[src/rtl/opr_pkg.sv]
// Shared definitions for the PDP-8 Operate Group 1 sequencer: phase
// encoding, IR bit positions and the OP codes understood by the rotate unit.
package opr_pkg;

    localparam int WORD_W = 12;

    // Instruction field that identifies an OPR Group 1 word (IR[11:8]).
    localparam logic [3:0] OPR1_OPCODE = 4'b1110;

    // Micro-phase encoding, in architectural order.
    typedef enum logic [2:0] {
        ST_IDLE = 3'd0,
        ST_T1   = 3'd1,
        ST_T2   = 3'd2,
        ST_T3   = 3'd3,
        ST_T4   = 3'd4,
        ST_DN   = 3'd5
    } state_e;

    // Bit positions of the microinstructions inside IR[7:0].
    localparam int IR_CLA = 7;
    localparam int IR_CLL = 6;
    localparam int IR_CMA = 5;
    localparam int IR_CML = 4;
    localparam int IR_RAR = 3;
    localparam int IR_RAL = 2;
    localparam int IR_BSW = 1;
    localparam int IR_IAC = 0;

    // OP codes driven to the combinational rotate/swap unit.
    localparam logic [2:0] ROT_NONE = 3'b000;
    localparam logic [2:0] ROT_SWAP = 3'b001;
    localparam logic [2:0] ROT_RAL  = 3'b010;
    localparam logic [2:0] ROT_RTL  = 3'b011;
    localparam logic [2:0] ROT_RAR  = 3'b100;
    localparam logic [2:0] ROT_RTR  = 3'b101;

    // True when the instruction word belongs to Operate Group 1.
    function automatic logic is_opr1(input logic [WORD_W-1:0] ir);
        return ir[11:8] == OPR1_OPCODE;
    endfunction

endpackage

[src/rtl/opr1_rotop_decode.sv]
// Maps the rotate field IR[3:1] (RAR, RAL, BSW) onto the rotate unit OP code.
// Purely combinational so the instruction decoder can reuse it directly.
module opr1_rotop_decode
    import opr_pkg::*;
(
    input  logic [2:0] ir_rot_i,   // {RAR, RAL, BSW}
    output logic [2:0] rot_op_o
);

    logic rar;
    logic ral;
    logic bsw;

    assign rar = ir_rot_i[2];
    assign ral = ir_rot_i[1];
    assign bsw = ir_rot_i[0];

    // Select the rotate unit operation; RAR and RAL together is defined as no rotate.
    always_comb begin
        // NOTE: default assignment first so every path drives rot_op_o and no latch is inferred.
        rot_op_o = ROT_NONE;
        if (rar && ral) begin
            rot_op_o = ROT_NONE;
        end else if (ral) begin
            rot_op_o = bsw ? ROT_RTL : ROT_RAL;
        end else if (rar) begin
            rot_op_o = bsw ? ROT_RTR : ROT_RAR;
        end else if (bsw) begin
            rot_op_o = ROT_SWAP;
        end
    end

endmodule

[src/rtl/opr1_sequencer.sv]
// Multi-cycle sequencer for PDP-8 OPR Group 1 microinstructions. Walks the
// fixed phase order clear -> complement -> increment -> rotate, hands the
// rotate phase to the external combinational rotate unit, and returns the
// updated AC/Link with a one-cycle write strobe.
module opr1_sequencer
    import opr_pkg::*;
(
    input  logic              CLK,
    input  logic              RESET,
    input  logic              START,
    input  logic [WORD_W-1:0] IR,
    input  logic [WORD_W-1:0] ACI,
    input  logic              LI,
    output logic [2:0]        ROT_OP,
    output logic              ROT_OE,
    output logic [WORD_W-1:0] ROT_AC,
    output logic              ROT_L,
    input  logic [WORD_W-1:0] ROT_AO,
    input  logic              ROT_LO,
    output logic              BUSY,
    output logic              DONE,
    output logic              WE,
    output logic [WORD_W-1:0] ACO,
    output logic              LO
);

    state_e            state_q;
    logic [7:0]        ir_q;
    logic [WORD_W-1:0] ac_q;
    logic              l_q;
    logic [WORD_W-1:0] ac_d;
    logic              l_d;

    logic [2:0]        rot_op_q;
    logic              rot_oe_q;
    logic              busy_q;
    logic              done_q;
    logic [WORD_W-1:0] aco_q;
    logic              lo_q;

    logic              start_ok;
    logic [2:0]        rot_op_dec;
    logic [WORD_W:0]   inc_sum;

    // A request is taken only from IDLE and only for a Group 1 word.
    assign start_ok = START && (state_q == ST_IDLE) && is_opr1(IR);

    // Increment over AC alone; the carry out of bit 11 toggles the Link.
    assign inc_sum = {1'b0, ac_q} + {{WORD_W{1'b0}}, 1'b1};

    opr1_rotop_decode u_rotop_decode (
        .ir_rot_i (ir_q[IR_RAR:IR_BSW]),
        .rot_op_o (rot_op_dec)
    );

    // Next working AC/Link for the phase currently executing.
    always_comb begin
        ac_d = ac_q;
        l_d  = l_q;
        unique case (state_q)
            ST_IDLE: begin
                if (start_ok) begin
                    ac_d = ACI;
                    l_d  = LI;
                end
            end
            ST_T1: begin
                if (ir_q[IR_CLA]) ac_d = '0;
                if (ir_q[IR_CLL]) l_d  = 1'b0;
            end
            ST_T2: begin
                if (ir_q[IR_CMA]) ac_d = ~ac_q;
                if (ir_q[IR_CML]) l_d  = ~l_q;
            end
            ST_T3: begin
                if (ir_q[IR_IAC]) begin
                    ac_d = inc_sum[WORD_W-1:0];
                    l_d  = l_q ^ inc_sum[WORD_W];
                end
            end
            ST_T4: begin
                ac_d = ROT_AO;
                l_d  = ROT_LO;
            end
            default: begin
                ac_d = ac_q;
                l_d  = l_q;
            end
        endcase
    end

    // Phase sequencing with registered handshake, rotate-unit control and result.
    always_ff @(posedge CLK) begin
        if (RESET) begin
            state_q  <= ST_IDLE;
            ir_q     <= '0;
            ac_q     <= '0;
            l_q      <= 1'b0;
            rot_op_q <= ROT_NONE;
            rot_oe_q <= 1'b0;
            busy_q   <= 1'b0;
            done_q   <= 1'b0;
            aco_q    <= '0;
            lo_q     <= 1'b0;
        end else begin
            // NOTE: non-blocking assignments so every register samples pre-edge values.
            ac_q <= ac_d;
            l_q  <= l_d;
            unique case (state_q)
                ST_IDLE: begin
                    if (start_ok) begin
                        ir_q    <= IR[7:0];
                        busy_q  <= 1'b1;
                        state_q <= ST_T1;
                    end
                end
                ST_T1: state_q <= ST_T2;
                ST_T2: state_q <= ST_T3;
                ST_T3: begin
                    // Rotate control is registered so it is stable for all of T4.
                    rot_op_q <= rot_op_dec;
                    rot_oe_q <= 1'b1;
                    state_q  <= ST_T4;
                end
                ST_T4: begin
                    rot_op_q <= ROT_NONE;
                    rot_oe_q <= 1'b0;
                    // Result captured together with the working regs so it is
                    // already valid while DONE/WE are high in DN.
                    aco_q    <= ac_d;
                    lo_q     <= l_d;
                    done_q   <= 1'b1;
                    state_q  <= ST_DN;
                end
                ST_DN: begin
                    done_q  <= 1'b0;
                    busy_q  <= 1'b0;
                    state_q <= ST_IDLE;
                end
                default: begin
                    rot_op_q <= ROT_NONE;
                    rot_oe_q <= 1'b0;
                    done_q   <= 1'b0;
                    busy_q   <= 1'b0;
                    state_q  <= ST_IDLE;
                end
            endcase
        end
    end

    assign ROT_OP = rot_op_q;
    assign ROT_OE = rot_oe_q;
    assign ROT_AC = ac_q;
    assign ROT_L  = l_q;
    assign BUSY   = busy_q;
    assign DONE   = done_q;
    assign WE     = done_q;
    assign ACO    = aco_q;
    assign LO     = lo_q;

endmodule

[config.mk]
export PLATFORM = sky130hd
export DESIGN_NAME = opr1_sequencer
export DESIGN_NICKNAME = d
export VERILOG_FILES = /design/src/rtl/opr_pkg.sv /design/src/rtl/opr1_rotop_decode.sv /design/src/rtl/opr1_sequencer.sv
export SDC_FILE = /design/constraint.sdc
export NUM_CORES = 1
export LEC_CHECK = 0
export BUFFER_PORTS_ARGS = -buffer_cell sky130_fd_sc_hd__buf_4
export CAP_MARGIN = 0
export CORE_ASPECT_RATIO = 0.5
export CORE_MARGIN = 2
export CORE_UTILIZATION = 50
export DETAILED_ROUTE_END_ITERATION = 16
export GPL_ROUTABILITY_DRIVEN = 0
export GPL_TIMING_DRIVEN = 0
export PLACE_DENSITY = 0.86
export SLEW_MARGIN = 30
export SYNTH_ARGS = -nofsm -noshare
export SYNTH_HDL_FRONTEND = slang
export SYNTH_SLANG_ARGS = --single-unit
[constraint.sdc]
create_clock -name CLK -period 2.69 [get_ports CLK]
set_input_delay 0.6725 -clock CLK [delete_from_list [all_inputs] [get_ports CLK]]
set_output_delay 0.6725 -clock CLK [all_outputs]
set_load 0.03 [all_outputs]
==> impl_metrics.csv, run 1 <==
group,metric,value,unit
route,vias,2700,
power,p_comb_frac,0.107,
route,drc,0,
sta,setup_tns,0,ns
route,routedWlPerCell,17.5,um
synth,synth-edff-count,0,
sta,fin_crit_sh,0.783,
route,drtIter0Drc,294,
synth,syn-instance-count,299,
clocking,cts-root-buf,"clkbuf_8",
critical_path,critPathMaxFanout,5,
critical_path,worstPathCellList,"buf_4 > and3b_1 > clkbuf_4 > nand3_1 > a211oi_4 > o2111a_2 > a211oi_2",
sta,final.setup_skew,0.00550,ns
clocking,cts-htree-levels,2,
synth,synth-seq-cells,43,
finish,syn_to_final_growth,30.0,%
synth,synth.most_common_cell,"nand2_1",
global_route,gr-total-overflow,0,
critical_path,critPathKind,"in2reg",
sta,max_freq,475,MHz
finish,num_antenna_cells,0,
floorplan,ios,74,
power,ir_drop,0.245,mV
hold_path,whs_path_depth,2,
critical_path,worstReg2RegStart,"ROT_AC[0]",
route,routed_wl,7760,um
critical_path,critPathLaunchType,"input pin",
sta,maxSlewHeadroom,0.578,
synth,synth_fp_nets,341,
floorplan,fp-row-count,17,
sta,worstMarginPinSlew,0.632,ns
route,dr.pass1.iters,6,
global_route,grt_pass1_vias,2436,
sta,finalHoldViolations,0,
clocking,cts_setup_buffers,0,
power,leakagePower,0.00130,uW
floorplan,core_area,4530,um^2
power,pwr-share-clk,0.381,
sta,setup_ws,0.585,ns
run,drv_cap,0,
floorplan,fp.dieH,53.2,um
sta,finalCriticalPeriod,2.11,ns
synth,synth_top_cell_by_area,"dfxtp_1",
global_route,grt_usage,0.292,
global_route,grt_pass1_wl,11900,um
floorplan,die-area,5440,um^2
critical_path,critical_path_buf_inv_count,2,
synth,synthTopCellsByArea,"dfxtp_1, nand2_1, a21oi_1",
critical_path,required,2.85,ns
critical_path,timing.rr.end,"ROT_L",
hold_path,hold_path.class,"reg2reg",
synth,syn_area,2420,um^2
route,drtAntennaViolNets,0,
critical_path,reg2regPathDepth,6,
run_status,status,"complete, no violations",
floorplan,die_x,102,um
clocking,cts_buffers,5,
power,p_seq_frac,0.511,
critical_path,cp-end-kind,"register",
critical_path,critPathSlowestCell,"a211oi_4",
clocking,worstSkewPairLatency,0.29,ns
clocking,cts_tree,"built",
synth,syn_area_per_cell,8.09,um^2
critical_path,arrival,2.26,ns
finish,fillers,373,
synth,yosysSeqAreaShare,0.356,
floorplan,initial_core_util,0.534,
critical_path,cp_top_family,"compound AO/OA/AOI/OAI gates",
power,switching_share,0.229,
synth,synth_ff_type,"dfxtp_1",
synth,yosysTopAreaCellShare,0.356,
clocking,cts_resized,0,
finish,layout-drive-gt1-share,0.296,
finish,fin_nets,420,
placement,dp_hpwl,5750,um
critical_path,cp_slowest_stage_delay,0.46,ns
synth,postSynth.asyncResetShare,0,
power,switching_power,291,uW
synth,ys_top_cells_by_count,"nand2_1, dfxtp_1, a21oi_1",
placement,place_ws,0.357,ns
critical_path,r2r_setup_slack,0.62,ns
synth,synth_cell_types,60,
synth,yosysWarnings,0,
hold_path,whs_endpoint,"ir_q[1]",
clocking,clkSinkCount,43,
global_route,antenna_found_initial,0,
finish,multiInputGateArea,1370,um^2
global_route,grt_max_degree,13,
power,power_density,404,nW/um^2
placement,numPortBuffers,72,
clocking,clk_pin_slew_worst_paths,0.07,ns
clocking,clk_path_buf_depth,2,
sta,setup_viol,0,
sta,drv_slew,0,
clocking,cts_hold_buf,0,
hold_path,worstHoldStart,"ir_q[1]",
power,p_int,981,uW
route,viasPerCell,6.08,
sta,rsz0062_at_grt,"false",
finish,regArea,861,um^2
critical_path,setup.worst_path.start,"IR[8]",
[metrics by stage]
stage	instances	cell area [um^2]	hold slack, ns	power [uW]	utilization
6_report	444	3140	0.459	1270	0.694
5_1_grt	444	3140	0.483	1310	0.694
4_1_cts	444	3140	0.462	1270	0.694
3_3_place_gp	437	3040	0.442	795	0.671
3_5_place_dp	437	3040	0.451	798	0.671
2_1_floorplan	299	2420	0.432	727	-
[logic make-up (layout without fill, tap and decap cells)]
| group | count (synthesis) | after routing | synth area share |
|---|---|---|---|
| and+or+nand+nor | 126 | 126 | 0.279 |
| muxes | 2 | 2 | 0.00828 |
| DFF | 43 | 43 | 0.356 |
| AOI/OAI and AO/OA | 90 | 90 | 0.265 |
| xor gates and xnor gates | 3 | 3 | 0.0109 |
| buffers and inverters | 34 | 113 | 0.0760 |
| adders and majority gates | 1 | 1 | 0.00517 |
[area by class of cell]
| type | instances | share of cell area |
|---|---|---|
| multi-input cells | 222 | 0.437 |
| clock buffers | 6 | 0.0231 |
| repair buffers | 72 | 0.172 |
| clock inverters | 1 | 0.00955 |
| inverters | 9 | 0.0107 |
| flip-flops and latches | 43 | 0.274 |
| plain buffers | 25 | 0.0478 |
| well taps | 66 | 0.0263 |
[layer usage]
metal,global-route usage,vias to the layer above,routed length [um]
met2,0.471,177,3620
met4,0.0867,0,177
li1,-,1236,-
met5,0,-,0
met3,0.0793,29,791
met1,0.384,1258,3170
[worst max-delay path by stage]
stage | slack, ns | depth (start not counted) | to
finish | 0.58 | 7 | ACO[1]
global route | 0.57 | 6 | ROT_L
CTS | 0.63 | 7 | ACO[1]
detailed placement | 0.36 | 7 | ACO[1]
global placement | 0.41 | 7 | ROT_AC[1]
floorplan | 0.77 | 6 | ACO[1]
[state kept, by name, indices dropped and copies added, names as in the netlist]
name	flops
DONE	1
BUSY	1
ROT_OP	3
LO	1
state_q	3
ACO	12
ir_q	8
ROT_L	1
ROT_AC	12
ROT_OE	1
[placed cells by master (no fill, tap or decap), drive strengths merged, types with 2 or more instances in the layout]
master	instances
clkbuf	14
a41o	3
and3b	2
o211a	2
a21o	2
o31a	4
a32oi	4
inv	9
mux2i	2
nor2	26
nor3b	3
nand3b	4
a211oi	10
nor4	5
buf	89
nand3	4
a31oi	5
o21ai	16
o32ai	6
dfxtp	43
a311oi	4
and3	2
nand4	2
nor3	10
a21oi	27
nand2	57
or3	3
xor2	2
nand2b	2
[power by group through the flow]
stage          clock, uW  sequential, uW  combinational [uW]
3_3_place_gp           0             665                 131
3_5_place_dp           0             665                 133
4_1_cts              487             650                 134
6_report             485             650                 136
5_1_grt              519             651                 144
2_1_floorplan          0             670                57.2
[worst register-to-register path: cells and delay by family (launching register included)]
family | cells | cell delay (ns)
flops | 1 | 0.53
compound gates | 2 | 0.34
fa+ha+maj | 1 | 0.26
simple gates | 3 | 0.84
Power figures use the tool's default switching activity.
==> inputs of run 2 (changes only) <==
--- a/config.mk
+++ b/config.mk
@@ -5,15 +5,16 @@
 export SDC_FILE = /design/constraint.sdc
 export NUM_CORES = 1
 export LEC_CHECK = 0
+export ABC_AREA = 1
 export BUFFER_PORTS_ARGS = -buffer_cell sky130_fd_sc_hd__buf_4
 export CAP_MARGIN = 0
 export CORE_ASPECT_RATIO = 0.5
 export CORE_MARGIN = 2
-export CORE_UTILIZATION = 50
+export CORE_UTILIZATION = 46
 export DETAILED_ROUTE_END_ITERATION = 16
 export GPL_ROUTABILITY_DRIVEN = 0
 export GPL_TIMING_DRIVEN = 0
-export PLACE_DENSITY = 0.86
+export PLACE_DENSITY = 0.84
 export SLEW_MARGIN = 30
 export SYNTH_ARGS = -nofsm -noshare
 export SYNTH_HDL_FRONTEND = slang
==> constraint.sdc (replaced) <==
create_clock -name CLK -period 1.85 [get_ports CLK]
set_input_delay 0.4625 -clock CLK [delete_from_list [all_inputs] [get_ports CLK]]
set_output_delay 0.4625 -clock CLK [all_outputs]
set_load 0.03 [all_outputs]
==> run 2 against run 1 <==
- power up 67%
- critical endpoint is now ROT_AC[10]
- cell count rose by 16%
- sequential power is 53% higher
- largest power group unchanged
- utilization decreased by 6.5 points
- register-to-register slack got worse by 0.41 ns
==> impl_metrics.csv, run 2 <==
group,metric,value,unit
run_status,status,"complete, no violations",
clocking,cts_resized,0,
global_route,gr-total-overflow,0,
sta,fin_crit_sh,0.886,
floorplan,core_area,4980,um^2
clocking,cts_setup_buffers,0,
critical_path,cp_slowest_stage_delay,0.47,ns
power,p_comb_frac,0.214,
floorplan,die-area,5830,um^2
power,ir_drop,0.388,mV
synth,synthTopCellsByArea,"dfxtp_1, nand2_1, a21oi_1",
global_route,grt_pass1_wl,10800,um
route,drtIter0Drc,209,
clocking,cts_buffers,5,
power,p_int,1470,uW
synth,synth_ff_type,"dfxtp_1",
floorplan,fp-row-count,18,
critical_path,arrival,1.81,ns
sta,maxSlewHeadroom,0.653,
route,drtAntennaViolNets,0,
run,drv_cap,0,
power,switching_share,0.308,
hold_path,hold_path.class,"in2reg",
sta,setup_ws,0.211,ns
critical_path,critPathLaunchType,"register",
synth,synth-edff-count,0,
clocking,cts-root-buf,"clkbuf_8",
clocking,cts-htree-levels,2,
synth,synth_cell_types,27,
synth,yosysSeqAreaShare,0.360,
route,routedWlPerCell,13.4,um
sta,finalHoldViolations,0,
hold_path,worstHoldStart,"RESET",
sta,setup_tns,0,ns
hold_path,whs_endpoint,"state_q[2]",
power,pwr-share-clk,0.316,
clocking,cts_hold_buf,0,
synth,postSynth.asyncResetShare,0,
floorplan,fp.dieH,55.0,um
synth,syn-instance-count,363,
critical_path,worstPathCellList,"ha_1 > nand2_1 > nor2_1 > nand3_1 > o21bai_1 > nand2_1 > nand2_1 > a21oi_1",
synth,yosysTopAreaCellShare,0.360,
finish,final_core_util,0.629,
sta,drv_slew,0,
clocking,clk_pin_slew_worst_paths,0.08,ns
sta,final.setup_skew,0.00781,ns
placement,numPortBuffers,73,
sta,worstMarginPinSlew,0.521,ns
critical_path,critPathKind,"reg2reg",
sta,whs,0.372,ns
placement,dp_hpwl,5320,um
route,routed_wl,6910,um
critical_path,r2r_setup_slack,0.21,ns
power,leakagePower,0.00139,uW
floorplan,ios,74,
critical_path,required,2.02,ns
critical_path,cp-end-kind,"register",
clocking,clk_path_buf_depth,2,
route,vias,2599,
synth,synth.most_common_cell,"nand2_1",
power,total_power,2120,uW
sta,setup_viol,0,
synth,synth_fp_nets,405,
route,viasPerCell,5.06,
finish,final_common_cell,"nand2_1",
global_route,antenna_found_initial,0,
synth,yosysWarnings,0,
sta,rsz0062_at_grt,"false",
critical_path,critPathSlowestCell,"dfxtp_1",
finish,mostFrequentLayoutCells,"nand2_1, buf_4, a21oi_1",
synth,syn_area_per_cell,6.59,um^2
route,dr.pass1.iters,7,
clocking,clkSinkCount,43,
finish,fin_nets,485,
sta,finalCriticalPeriod,1.64,ns
synth,synth_top_cell_by_area,"dfxtp_1",
finish,num_antenna_cells,0,
critical_path,critPathMaxFanout,7,
floorplan,die_x,106,um
critical_path,worstReg2RegStart,"ROT_AC[0]",
global_route,grt_pass1_vias,2214,
sta,max_freq,610,MHz
critical_path,timing.rr.end,"ROT_AC[10]",
synth,ys_top_cells_by_count,"nand2_1, a21oi_1, dfxtp_1",
critical_path,cp_common_cell,"nand2_1",
synth,synth-seq-cells,43,
clocking,cts_tree,"built",
power,switching_power,651,uW
power,p_seq_frac,0.470,
placement,place_ws,0.211,ns
critical_path,reg2regPathDepth,8,
finish,syn_to_final_growth,30.9,%
floorplan,initial_core_util,0.480,
global_route,grt_max_degree,14,
finish,layout-drive-gt1-share,0.248,
hold_path,whs_path_depth,2,
global_route,grt_usage,0.243,
route,drc,0,
synth,syn_area,2390,um^2
power,power_density,677,nW/um^2
clocking,worstSkewPairLatency,0.30,ns
[run 2: cell count changes in the layout (fill, tap and decap cells not counted), sizes merged, moves of 6 or more]
cell and delta:
a211oi -10, a21oi +21, buf -9, inv +31
nand2 +44, nand3 +23, nor2 +17, nor3 -10
o21ai +23, o32ai -6
[run 2: worst max path at each step]
stage / from / end / slack, ns / cells past startpoint
6_report: ROT_AC[0] / ROT_AC[10] / 0.21 / 8
3_3_place_gp: IR[8] / ROT_AC[8] / 0.20 / 8
3_5_place_dp: IR[8] / ROT_AC[8] / 0.21 / 8
4_1_cts: ROT_AC[0] / ROT_AC[10] / 0.23 / 8
5_1_grt: ROT_AC[1] / ROT_AC[10] / 0.04 / 8
2_1_floorplan: ROT_AC[1] / ROT_AC[10] / 0.27 / 8
[run 2: cells by family after synthesis]
group,Yosys count,synth area share
AO/OA/AOI/OAI,89,0.188
XOR/XNOR,2,0.00733
adder cells (fa/ha/maj),1,0.00523
buffers and inverters,52,0.101
flip-flops,43,0.360
AND/OR/NAND/NOR,176,0.338
[run 2: cell type report]
cell class              count  area (um^2)
clock buffers               7         96.3
multi-input cells         268         1290
inverters                  40          158
repair buffers             73          548
plain buffers              12         83.8
fillers                   469         1850
well taps                  70         87.6
flip-flops and latches     43          861
clock inverters             1         7.51
[run 2: power by group through the flow]
stage	clock network, uW	registers, uW	logic, uW
after floorplan	0	1040	255
after global placement	0	1010	439
after detailed placement	0	1010	445
after CTS	677	994	449
after global routing	710	999	499
final	670	995	453
[run 2: layer usage]
metal  part of all wire  GRT usage  vias to the layer above  wire [um]
met3              0.079     0.0539                        7        549
met4              0.010     0.0702                        0         70
li1                   -          -                     1330          -
met5                  0          0                        -          0
met2               0.43      0.377                      108       2980
met1               0.48      0.345                     1154       3310
[run 2: worst max-delay path: cells and delay by family (launching register included)]
kind            cells  cell delay (ns)
fa+ha+maj           1             0.19
flops               1             0.47
compound gates      2             0.21
simple gates        5             0.65
[run 2: metrics by stage]
step / instances / cell area (um^2)
global route: 514 / 3130
finish: 514 / 3130
floorplan: 363 / 2390
detailed placement: 506 / 3030
global placement: 506 / 3030
CTS: 514 / 3130
